$ cat src/rtl/fan_pkg.sv
// Shared types and defaults for the two-stage lead/lag fan sequencer.
package fan_pkg;

  localparam int unsigned DEF_DEB_CYCLES = 4;
  localparam int unsigned DEF_MIN_ON     = 20;
  localparam int unsigned DEF_STAGE_DLY  = 8;

  localparam logic [1:0] S_IDLE  = 2'd0;
  localparam logic [1:0] S_LEAD  = 2'd1;
  localparam logic [1:0] S_STAGE = 2'd2;
  localparam logic [1:0] S_BOTH  = 2'd3;

  typedef enum logic [1:0] {
    IDLE  = S_IDLE,
    LEAD  = S_LEAD,
    STAGE = S_STAGE,
    BOTH  = S_BOTH
  } fan_state_e;

  typedef logic [1:0] demand_t;

  localparam demand_t DEM_NONE = 2'd0;
  localparam demand_t DEM_LOW  = 2'd1;
  localparam demand_t DEM_HIGH = 2'd2;

  // temp38 alone still asks for full cooling; a dead 36 C sensor must not starve the fans
  function automatic demand_t demand_of(input logic t36, input logic t38);
    if (t38) return DEM_HIGH;
    if (t36) return DEM_LOW;
    return DEM_NONE;
  endfunction

  function automatic int unsigned sat_dec(input int unsigned v);
    return (v == 0) ? 0 : v - 1;
  endfunction

endpackage

$ cat src/rtl/fan_debounce.sv
// Two-flop synchronizer followed by a consecutive-sample debouncer for one sensor line.
module fan_debounce
  import fan_pkg::*;
#(
  parameter int unsigned DEB_CYCLES = DEF_DEB_CYCLES
) (
  input  logic clk,
  input  logic rst,
  input  logic din,
  output logic dout
);

  localparam int unsigned CW = $clog2(DEB_CYCLES) + 1;

  logic          meta;
  logic          sync;
  logic [CW-1:0] cnt;

  // cnt tracks how many consecutive synchronized samples disagree with dout
  always_ff @(posedge clk or negedge rst) begin
    if (!rst) begin
      meta <= 1'b0;
      sync <= 1'b0;
      cnt  <= '0;
      dout <= 1'b0;
    end else begin
      meta <= din;
      sync <= meta;
      if (sync == dout) begin
        cnt <= '0;
      end else if (cnt >= CW'(DEB_CYCLES - 1)) begin
        dout <= sync;
        cnt  <= '0;
      end else begin
        cnt <= cnt + CW'(1);
      end
    end
  end

endmodule

$ cat src/rtl/fan_sequencer.sv
// Lead/lag fan sequencer with min-on hold and staged lag start.
// Define FAN_ROTATE_EN to alternate the lead fan on every LEAD->IDLE transition.
module fan_sequencer
  import fan_pkg::*;
#(
  parameter int unsigned DEB_CYCLES = DEF_DEB_CYCLES,
  parameter int unsigned MIN_ON     = DEF_MIN_ON,
  parameter int unsigned STAGE_DLY  = DEF_STAGE_DLY
) (
  input  logic clk,
  input  logic rst,
  input  logic temp36,
  input  logic temp38,
  output logic fan1,
  output logic fan2,
  output logic lead_sel,
  output logic sensor_err
);

  localparam int unsigned MCW = $clog2(MIN_ON) + 1;
  localparam int unsigned SCW = $clog2(STAGE_DLY) + 1;

`ifdef FAN_ROTATE_EN
  localparam logic ROTATE_EN = 1'b1;
`else
  localparam logic ROTATE_EN = 1'b0;
`endif

  logic t36;
  logic t38;

  fan_debounce #(.DEB_CYCLES(DEB_CYCLES)) u_deb36 (
    .clk  (clk),
    .rst  (rst),
    .din  (temp36),
    .dout (t36)
  );

  fan_debounce #(.DEB_CYCLES(DEB_CYCLES)) u_deb38 (
    .clk  (clk),
    .rst  (rst),
    .din  (temp38),
    .dout (t38)
  );

  fan_state_e     state;
  fan_state_e     state_d;
  demand_t        demand_c;
  logic [MCW-1:0] lead_cnt;
  logic [MCW-1:0] lead_cnt_d;
  logic [MCW-1:0] lag_cnt;
  logic [MCW-1:0] lag_cnt_d;
  logic [SCW-1:0] stage_cnt;
  logic [SCW-1:0] stage_cnt_d;
  logic           lead_sel_d;
  logic           lead_on_d;
  logic           lag_on_d;

  assign demand_c = demand_of(t36, t38);

  // A counter at 1 reaches 0 on this edge, so the switch-off lands exactly on expiry
  always_comb begin
    state_d     = state;
    lead_cnt_d  = MCW'(sat_dec(32'(lead_cnt)));
    lag_cnt_d   = MCW'(sat_dec(32'(lag_cnt)));
    stage_cnt_d = SCW'(sat_dec(32'(stage_cnt)));
    lead_sel_d  = lead_sel;

    case (state)
      IDLE: begin
        if (demand_c != DEM_NONE) begin
          state_d    = LEAD;
          lead_cnt_d = MCW'(MIN_ON);
        end
      end
      LEAD: begin
        if (demand_c == DEM_HIGH) begin
          state_d     = STAGE;
          stage_cnt_d = SCW'(STAGE_DLY);
        end else if (demand_c == DEM_NONE && lead_cnt <= MCW'(1)) begin
          state_d    = IDLE;
          lead_sel_d = lead_sel ^ ROTATE_EN;
        end
      end
      STAGE: begin
        if (demand_c != DEM_HIGH) begin
          state_d = LEAD;
        end else if (stage_cnt <= SCW'(1)) begin
          state_d   = BOTH;
          lag_cnt_d = MCW'(MIN_ON);
        end
      end
      BOTH: begin
        if (demand_c != DEM_HIGH && lag_cnt <= MCW'(1)) begin
          state_d = LEAD;
        end
      end
      default: state_d = IDLE;
    endcase

    lead_on_d = (state_d != IDLE);
    lag_on_d  = (state_d == BOTH);
  end

  // Fans are registered from the next state so they move on the same edge as the FSM
  always_ff @(posedge clk or negedge rst) begin
    if (!rst) begin
      state      <= IDLE;
      lead_cnt   <= '0;
      lag_cnt    <= '0;
      stage_cnt  <= '0;
      lead_sel   <= 1'b0;
      fan1       <= 1'b0;
      fan2       <= 1'b0;
      sensor_err <= 1'b0;
    end else begin
      state      <= state_d;
      lead_cnt   <= lead_cnt_d;
      lag_cnt    <= lag_cnt_d;
      stage_cnt  <= stage_cnt_d;
      lead_sel   <= lead_sel_d;
      fan1       <= lead_sel ? lag_on_d  : lead_on_d;
      fan2       <= lead_sel ? lead_on_d : lag_on_d;
      sensor_err <= sensor_err | (t38 & ~t36);
    end
  end

endmodule

$ cat config.mk
export PLATFORM = sky130hd
export DESIGN_NAME = fan_sequencer
export DESIGN_NICKNAME = d
export VERILOG_FILES = /design/src/rtl/fan_pkg.sv /design/src/rtl/fan_debounce.sv /design/src/rtl/fan_sequencer.sv
export SDC_FILE = /design/constraint.sdc
export NUM_CORES = 1
export LEC_CHECK = 0
export CAP_MARGIN = 20
export CORE_MARGIN = 10
export CORE_UTILIZATION = 35
export DETAILED_ROUTE_END_ITERATION = 8
export HOLD_SLACK_MARGIN = 0.15
export PLACE_DENSITY = 0.57
export SLEW_MARGIN = 20
export SYNTH_ARGS = -nofsm -noshare
export SYNTH_HDL_FRONTEND = slang
export SYNTH_HIERARCHICAL = 1
export SYNTH_SLANG_ARGS = --single-unit
$ cat constraint.sdc
create_clock -name clk -period 2.4 [get_ports clk]
set_input_delay 0.48 -clock clk [delete_from_list [all_inputs] [get_ports clk]]
set_output_delay 0.48 -clock clk [all_outputs]
set_load 0.01 [all_outputs]
==> flow_metrics.py <==
metrics = {
    "worst_setup_path": {
        "cp.required_ns": 1.92,
        "path_cells": "clkdlybuf4s50_1",
        "critPathTopFamily": "buffers and inverters",
        "cp-start-kind": "flip-flop",
        "arrival_ns": 1.17,
        "slowest_stage": "clkdlybuf4s50_1",
        "worst_path_largest_cell_delay_ns": 0.54,
        "end_kind": "output port",
        "crit_buf_inv": 1,
        "crit_type": "reg -> out",
        "crit_fanout": 2,
        "rrSetupSlack_ns": 0.84,
    },
    "floorplanning": {
        "die_h_um": 85.6,
        "rows": 23,
        "start_util_pct": 36.9,
        "die_area_um2": 7330,
        "pin_count": 8,
        "dieWidth_um": 85.6,
        "coreArea_um2": 4090,
    },
    "sta": {
        "fin_ws_ns": 0.749,
        "timing.fmax_mhz": 606,
        "rsz0062_at_grt": "false",
        "slew_headroom_pct": 64.7,
        "drv_slew": 0,
        "hold_viol": 0,
        "period_minus_slack_ns": 1.65,
        "worstMarginPinSlew_ns": 0.529,
        "post-route-period-util_pct": 68.8,
        "setup_viol_count_final": 0,
        "tns_ns": 0,
        "finalClockSkew_ns": 0.00641,
    },
    "routing": {
        "met3_length_um": 145,
        "first_pass_iters": 6,
        "via_per_inst": 5.12,
        "drc": 0,
        "routed.top_layer": "met4",
        "dr_total_vias": 993,
        "met1_length_mm": 1.15,
        "wl_met2_mm": 1.10,
        "ant_nets": 0,
        "wirelength_mm": 2.46,
        "routedWlPerCell_um": 12.7,
        "drtIter0Drc": 21,
    },
    "place": {
        "hpwl_mm": 1.80,
        "placedInstanceArea_um2": 1630,
        "dp_slack_ns": 0.855,
        "place_congestion": 0.809,
        "portBuffers": 6,
    },
    "synth": {
        "synth.area.top_cells": "dfrtp_1 55%, ha_1 8.3%, xnor2_1 4.1%, nor2_1 3.5%, inv_1 2.5%",
        "ys_seq_area_share_pct": 54.8,
        "synth_top_area_share_pct": 54.8,
        "syn-cell-area_um2": 1510,
        "yosysWarnings": 6,
        "syn_inst": 130,
        "avgSynthCellArea_um2": 11.6,
        "synth_cell_types": 32,
        "synth_seq_cells": 33,
        "syn_nets": 144,
        "synth_top_cell_by_area": "dfrtp_1",
    },
    "outcome": {
        "status": "finished, final reports clean",
    },
    "job": {
        "cap_violations": 0,
    },
    "global_routing": {
        "grt_usage_pct": 7.65,
        "grt_pass1_wl_mm": 4.47,
        "grt_antenna_before_repair": 0,
        "grt_remaining_overflow": 0,
        "first_global_vias": 1024,
        "grt_max_degree": 34,
    },
    "power": {
        "cellPowerDensity_nw_per_um2": 1240,
        "p_leak_uw": 0.000741,
        "peakVddDrop_v": 0.000449,
    },
    "clocking": {
        "clkTransAtPathRegs_ns": 0.06,
        "cts_buffers": 5,
        "ctsRootBufferMaster": "clkbuf_8",
        "cts_tree": "done",
        "htreeDepth": 2,
        "ctsLongestPathBuffers": 2,
        "clkSinkCount": 33,
        "cts-hold-fix-buffers": 0,
        "cts_resized": 0,
        "clk_latency_ns": 0.28,
        "cts_setup_buffers": 0,
    },
    "layout": {
        "final_net_count": 157,
        "final_cell_area_um2": 1710,
        "nFillCells": 395,
        "syn_to_final_growth_pct": 13.6,
        "diodes": 0,
        "layout-drive-gt1-share_pct": 10.4,
    },
    "worst_hold_path": {
        "hold_path.class": "reg -> reg",
    },
}
-- Yosys cell counts --
master    number
o211ai_1       1
nand2b_1       1
ha_1          10
o21bai_1       1
nor4_1         2
or2_2          1
buf_4          1
maj3_1         1
nor3_1         6
nand2_1        2
o32ai_1        1
inv_1         10
or3_1          3
o21ai_0        6
o31ai_2        1
a211o_1        2
conb_1         1
mux2_4         2
nor2_1        14
nor3b_1        4
dfrtp_1       33
a21oi_1        4
or3_4          1
o21ai_1        1
xnor2_1        7
or4_1          4
or4_4          1
nand3b_1       3
o22ai_1        1
o31ai_1        3
nor4_4         1
xor2_1         1
-- metrics by stage --
| step | util (%) | power (µW) | hold WS (ns) | instances |
|---|---|---|---|---|
| after floorplan | - | 1550 | 0.184 | 130 |
| after global placement | 39.9 | 1710 | 0.336 | 186 |
| after detailed placement | 39.9 | 1760 | 0.343 | 186 |
| after CTS | 41.9 | 2160 | 0.358 | 194 |
| after global routing | 41.9 | 2340 | 0.360 | 194 |
| final | 41.9 | 2130 | 0.355 | 194 |
-- final cells by class --
class                      count  area [µm²]  area share, %
clock inverter                 2        10.0          0.584
clock buffer                   6        72.6           4.24
timing repair buffer           7        67.6           3.94
sequential                    33         826           48.2
multi-input combinational     86         637           37.2
tap                           50        62.6           3.65
inverter                      10        37.5           2.19
-- routing by layer --
metal  vias to the layer above  track usage (%)
met1                       484             8.28
met2                        16             11.9
met5                         -                0
li1                        486                -
met4                         0             4.04
met3                         7             3.97
-- path summary, 6_finish.rpt --
check | start | to | depth (start not counted)
min reg2reg | u_deb38/meta | u_deb38/sync | 0
min in group asynchronous | rst | u_deb36/sync | 2
max reg2reg | lag_cnt[3] | fan1 | 3
max | sensor_err | sensor_err | 1
max in group asynchronous | rst | u_deb38/cnt[2] | 2
min | u_deb38/meta | u_deb38/sync | 0
-- placed cells by master (no fill, tap or decap), types with 3 or more instances in the layout --
cell / n
inv_1: 10
dfrtp_1: 33
clkbuf_8: 5
clkdlybuf4s50_1: 6
ha_1: 10
or3_1: 3
nand3b_1: 3
o21ai_0: 6
o31ai_1: 3
a21oi_1: 4
nor3_1: 6
or4_1: 4
nor2_1: 14
xnor2_1: 7
nor3b_1: 4
-- logic make-up after synthesis --
kind of cell | share of synthesized area [%]
adder cells (fa/ha/maj) | 8.96
AO/OA/AOI/OAI | 9.13
multiplexers | 1.99
AND/OR/NAND/NOR | 17.3
flip-flops | 54.8
other | 0.249
buffers and inverters | 2.99
XOR/XNOR | 4.65
-- where the power goes --
| part | switching (µW) | internal, µW | total [µW] |
|---|---|---|---|
| registers | 229 | 767 | 996 |
| logic | 372 | 371 | 743 |
| clock network | 192 | 200 | 392 |
-- flip-flops by register name (all words and copies together) (netlist names) --
register / count
lag_cnt: 6
fan1: 1
u_deb36/cnt: 3
u_deb36/meta: 1
u_deb36/dout: 1
state: 2
u_deb38/meta: 1
stage_cnt: 4
sensor_err: 1
lead_cnt: 6
u_deb38/sync: 1
fan2: 1
u_deb38/cnt: 3
u_deb36/sync: 1
u_deb38/dout: 1
Power figures use the tool's default switching activity.
==> patch 1 (config.mk and constraints unchanged) <==
The package constant `DEF_STAGE_DLY` goes from 8 to 32.
--- a/src/rtl/fan_pkg.sv
+++ b/src/rtl/fan_pkg.sv
@@ -5,3 +5,3 @@
   localparam int unsigned DEF_MIN_ON     = 20;
-  localparam int unsigned DEF_STAGE_DLY  = 8;
+  localparam int unsigned DEF_STAGE_DLY  = 32;
 
Behaviour: no difference found for any inputs over 10 cycles, from zero or initial values and one cycle with rst low; that may be too few to reach the edited logic, so the function may still have changed.
==> patch 1 against the original RTL <==
- wire length is 5.3% higher
- sequential share of layout area is 0.91 points higher
- fmax is 5.6% lower
- final area is 4.1% higher
- cell count is 7.7% higher
- worst setup slack worse by 0.098 ns
- die area is 3.9% higher
- sequential cell count is 2 higher
- total power is 4.8% higher
- synthesized area is 5.1% higher
- largest cell class unchanged
==> patch 1: results (changes against the original RTL) <==
.. list-table::
   :header-rows: 1

   * - Metric
     - Value
   * - Post-Route WL
     - 2.59 mm (was 2.46 mm)
   * - Final non-clock buffer share
     - 0.0379 (was 0.0394)
   * - Biggest registers after layout
     - lag_cnt: 6 flops, lead_cnt: 6 flops, stage_cnt: 6 flops (was lag_cnt: 6 flops, lead_cnt: 6 flops, stage_cnt: 4 flops)
   * - Multi-input logic portion of the cell area
     - 0.371 (was 0.372)
   * - Run status
     - completed (unchanged)
   * - Layout Skew
     - 0.00299 ns (was 0.00641 ns)
   * - Gr usage total
     - 0.0744 (was 0.0765)
   * - Number of nets in the layout
     - 175 (was 157)
   * - Multi-input gates
     - 98 (was 86)
   * - Total met2 wirelength after detailed routing
     - 1.26 mm (was 1.10 mm)
   * - End of the worst register-to-register path
     - lag_cnt[5]$_DFF_PN0_ (was fan1$_DFF_PN0_)
   * - Fillcell total
     - 419 (was 395)
   * - Pin count of the biggest net entering global routing
     - 36 (was 34)
   * - Sequential area share after synthesis
     - 0.552 (was 0.548)
   * - Post-Syn Instances
     - 145 (was 130)
   * - Post-detailed-route via-to-cell ratio
     - 4.88 (was 5.12)
   * - Worst vdd ir
     - 485 uV (was 449 uV)
   * - Clock Network Area Fraction
     - 0.0407 (was 0.0482)
   * - Setup CP Type
     - flip-flop to flip-flop (was flip-flop to output pin)
   * - Cell types with the highest counts after synthesis
     - dfrtp_1, nor2_1, ha_1, nand2_1, inv_1 (was dfrtp_1, nor2_1, ha_1, inv_1, xnor2_1)
   * - Placed insts
     - 203 (was 186)
   * - Non-clock inverter count in the final layout
     - 11 (was 10)
   * - Placed wire-length estimate after detailed placement
     - 1.96 mm (was 1.80 mm)
   * - Number of global-route vias before repair
     - 1043 (was 1024)
   * - Hold WS
     - 0.348 ns (was 0.355 ns)
## patch 1: logic make-up (layout without fill, tap and decap cells)
| kind of cell | count (synthesis) | in the layout | share of synthesized area |
|---|---|---|---|
| other cells | 1 | 1 | 0.00237 |
| compound gates | 17 | 17 | 0.0663 |
| buf+inv | 12 | 24 | 0.0308 |
| simple gates | 53 | 53 | 0.160 |
| xor+xnor | 12 | 12 | 0.0663 |
| fa+ha+maj | 13 | 13 | 0.103 |
| mux | 2 | 2 | 0.0189 |
| flops | 35 | 35 | 0.552 |
## patch 1: worst max-delay path: cells and delay by family, from the launching register on
kind / cells / cell delay (ns)
AO/OA/AOI/OAI: 1 / 0.09
adder cells (fa/ha/maj): 1 / 0.25
buffers and inverters: 1 / 0.11
flip-flops: 1 / 0.41
AND/OR/NAND/NOR: 3 / 0.77
## patch 1: power by group
group          leakage, uW  internal, uW  total [uW]  switching [uW]
Clock            0.0000371           193         372             179
Combinational     0.000357           388         812             424
Sequential        0.000413           832        1050             219
Total             0.000807          1410        2230             822
==> patch 2 (config.mk and constraints unchanged) <==
Without the edit above. Reset style: synchronous (`rst`), changed in 2 clocked blocks.
--- a/src/rtl/fan_debounce.sv
+++ b/src/rtl/fan_debounce.sv
@@ -19,3 +19,3 @@
   // cnt tracks how many consecutive synchronized samples disagree with dout
-  always_ff @(posedge clk or negedge rst) begin
+  always_ff @(posedge clk) begin
     if (!rst) begin
--- a/src/rtl/fan_sequencer.sv
+++ b/src/rtl/fan_sequencer.sv
@@ -105,3 +105,3 @@
   // Fans are registered from the next state so they move on the same edge as the FSM
-  always_ff @(posedge clk or negedge rst) begin
+  always_ff @(posedge clk) begin
     if (!rst) begin
Behaviour: differs if rst is asserted again (counterexample within 10 cycles, from zero or initial values and one cycle with rst low); with rst held inactive, the same outputs for 10 cycles.
==> patch 2 against the original RTL <==
- clock skew decreased by 0.00075 ns
- worst setup slack improved by 0.026 ns
- final area decreased by 3.9%
- register-to-register slack improved by 0.12 ns
- synthesized cell count increased by 13%
- synthesized area decreased by 4.5%
- sequential cell count unchanged
- global-route usage decreased by 0.24 points
- wire length decreased by 6.4%
- critical path type unchanged
Power is not compared: it rests on default switching activity, and its combinational part moved more than twofold at a synthesized area within 25%.
==> patch 2: results (changes against the original RTL) <==
.. list-table::
   :header-rows: 1

   * - Metric
     - Value
   * - Run status
     - completed (unchanged)
   * - DR iter-0 viols
     - 26 (was 21)
   * - Routability-driven placement congestion ratio
     - 0.771 (was 0.809)
   * - Fraction of final layout cells with drive strength greater than 1
     - 0.107 (was 0.104)
   * - Number of cells traversed by the worst hold path
     - 1 (was 0)
   * - Sequential area share after synthesis
     - 0.459 (was 0.548)
   * - Fillcell total
     - 396 (was 395)
   * - 1st-pass router iterations
     - 4 (was 6)
   * - Number of nets in the layout
     - 173 (was 157)
   * - Post-detailed-route via-to-cell ratio
     - 4.75 (was 5.12)
   * - Critical path launch point
     - sensor_err$_SDFF_PN0_ (was sensor_err$_DFF_PN0_)
   * - Pin count of the biggest net entering global routing
     - 18 (was 34)
   * - Area post-placement
     - 1560 um2 (was 1630 um2)
   * - Launching point of the worst reg2reg path
     - lead_cnt[0]$_SDFF_PN0_ (was lag_cnt[3]$_DFF_PN0_)
   * - End of the worst register-to-register path
     - fan2$_SDFF_PN0_ (was fan1$_DFF_PN0_)
   * - Syn_nets
     - 161 (was 144)
   * - Layout Skew
     - 0.00565 ns (was 0.00641 ns)
   * - Routed wire length per instance
     - 11.0 um (was 12.7 um)
   * - Number of global-route vias before repair
     - 1014 (was 1024)
   * - Global-route wire length before repair
     - 4.26 mm (was 4.47 mm)
   * - Worst r2r path cells
     - 6 (was 3)
   * - Placed wire-length estimate after detailed placement
     - 1.76 mm (was 1.80 mm)
   * - Gr usage total
     - 0.0741 (was 0.0765)
   * - Largest cells by area after synthesis
     - dfxtp_1, ha_1, nor2_1 (was dfrtp_1, ha_1, xnor2_1)
   * - Critical path data arrival time
     - 1.14 ns (was 1.17 ns)
-- patch 2: per-layer routing --
| layer | track usage | share of wire | routed length [um] |
|---|---|---|---|
| met5 | 0 | 0 | 0 |
| met4 | 0.0411 | 0.025 | 57 |
| met2 | 0.115 | 0.47 | 1070 |
| met1 | 0.0814 | 0.47 | 1080 |
| met3 | 0.0357 | 0.040 | 92 |
-- patch 2: logic make-up after synthesis --
family / count (synthesis) / synth area share
other: 1 / 0.00260
AOI/OAI and AO/OA: 20 / 0.110
DFF: 33 / 0.459
xor gates and xnor gates: 11 / 0.0669
adders and majority gates: 10 / 0.0869
buffers and inverters: 10 / 0.0287
and+or+nand+nor: 60 / 0.232
muxes: 2 / 0.0139
-- patch 2: worst min-delay path by stage --
stage	start	end	slack, ns
5_1_grt	u_deb38/meta$_SDFF_PN0_	u_deb38/sync$_SDFF_PN0_	0.46
4_1_cts	u_deb36/meta$_SDFF_PN0_	u_deb36/sync$_SDFF_PN0_	0.45
3_5_place_dp	u_deb36/meta$_SDFF_PN0_	u_deb36/sync$_SDFF_PN0_	0.43
2_1_floorplan	u_deb36/meta$_SDFF_PN0_	u_deb36/sync$_SDFF_PN0_	0.41
6_report	u_deb36/meta$_SDFF_PN0_	u_deb36/sync$_SDFF_PN0_	0.44
3_3_place_gp	u_deb36/meta$_SDFF_PN0_	u_deb36/sync$_SDFF_PN0_	0.41
-- patch 2: power by group --
part,total (uW),switching (uW),internal [uW]
sequential,621,33.6,587
combinational,219,112,107
clock,411,184,227
total,1250,330,921
-- patch 2: area by class of cell --
cell class              instances  area, um2  share of cell area
inverters                       8       30.0              0.0183
clock buffers                   7       86.3              0.0525
well taps                      50       62.6              0.0380
multi-input cells             104        738               0.449
repair buffers                  7       67.6              0.0411
flip-flops and latches         33        661               0.402
-- patch 2: per-stage QoR --
step / std cells / utilization / setup slack [ns] / hold slack [ns]
2_1_floorplan: 147 / - / 1.03 / 0.412
3_3_place_gp: 202 / 0.390 / 0.688 / 0.415
3_5_place_dp: 202 / 0.390 / 0.624 / 0.428
4_1_cts: 209 / 0.411 / 0.755 / 0.446
5_1_grt: 209 / 0.411 / 0.742 / 0.464
6_report: 209 / 0.411 / 0.775 / 0.440
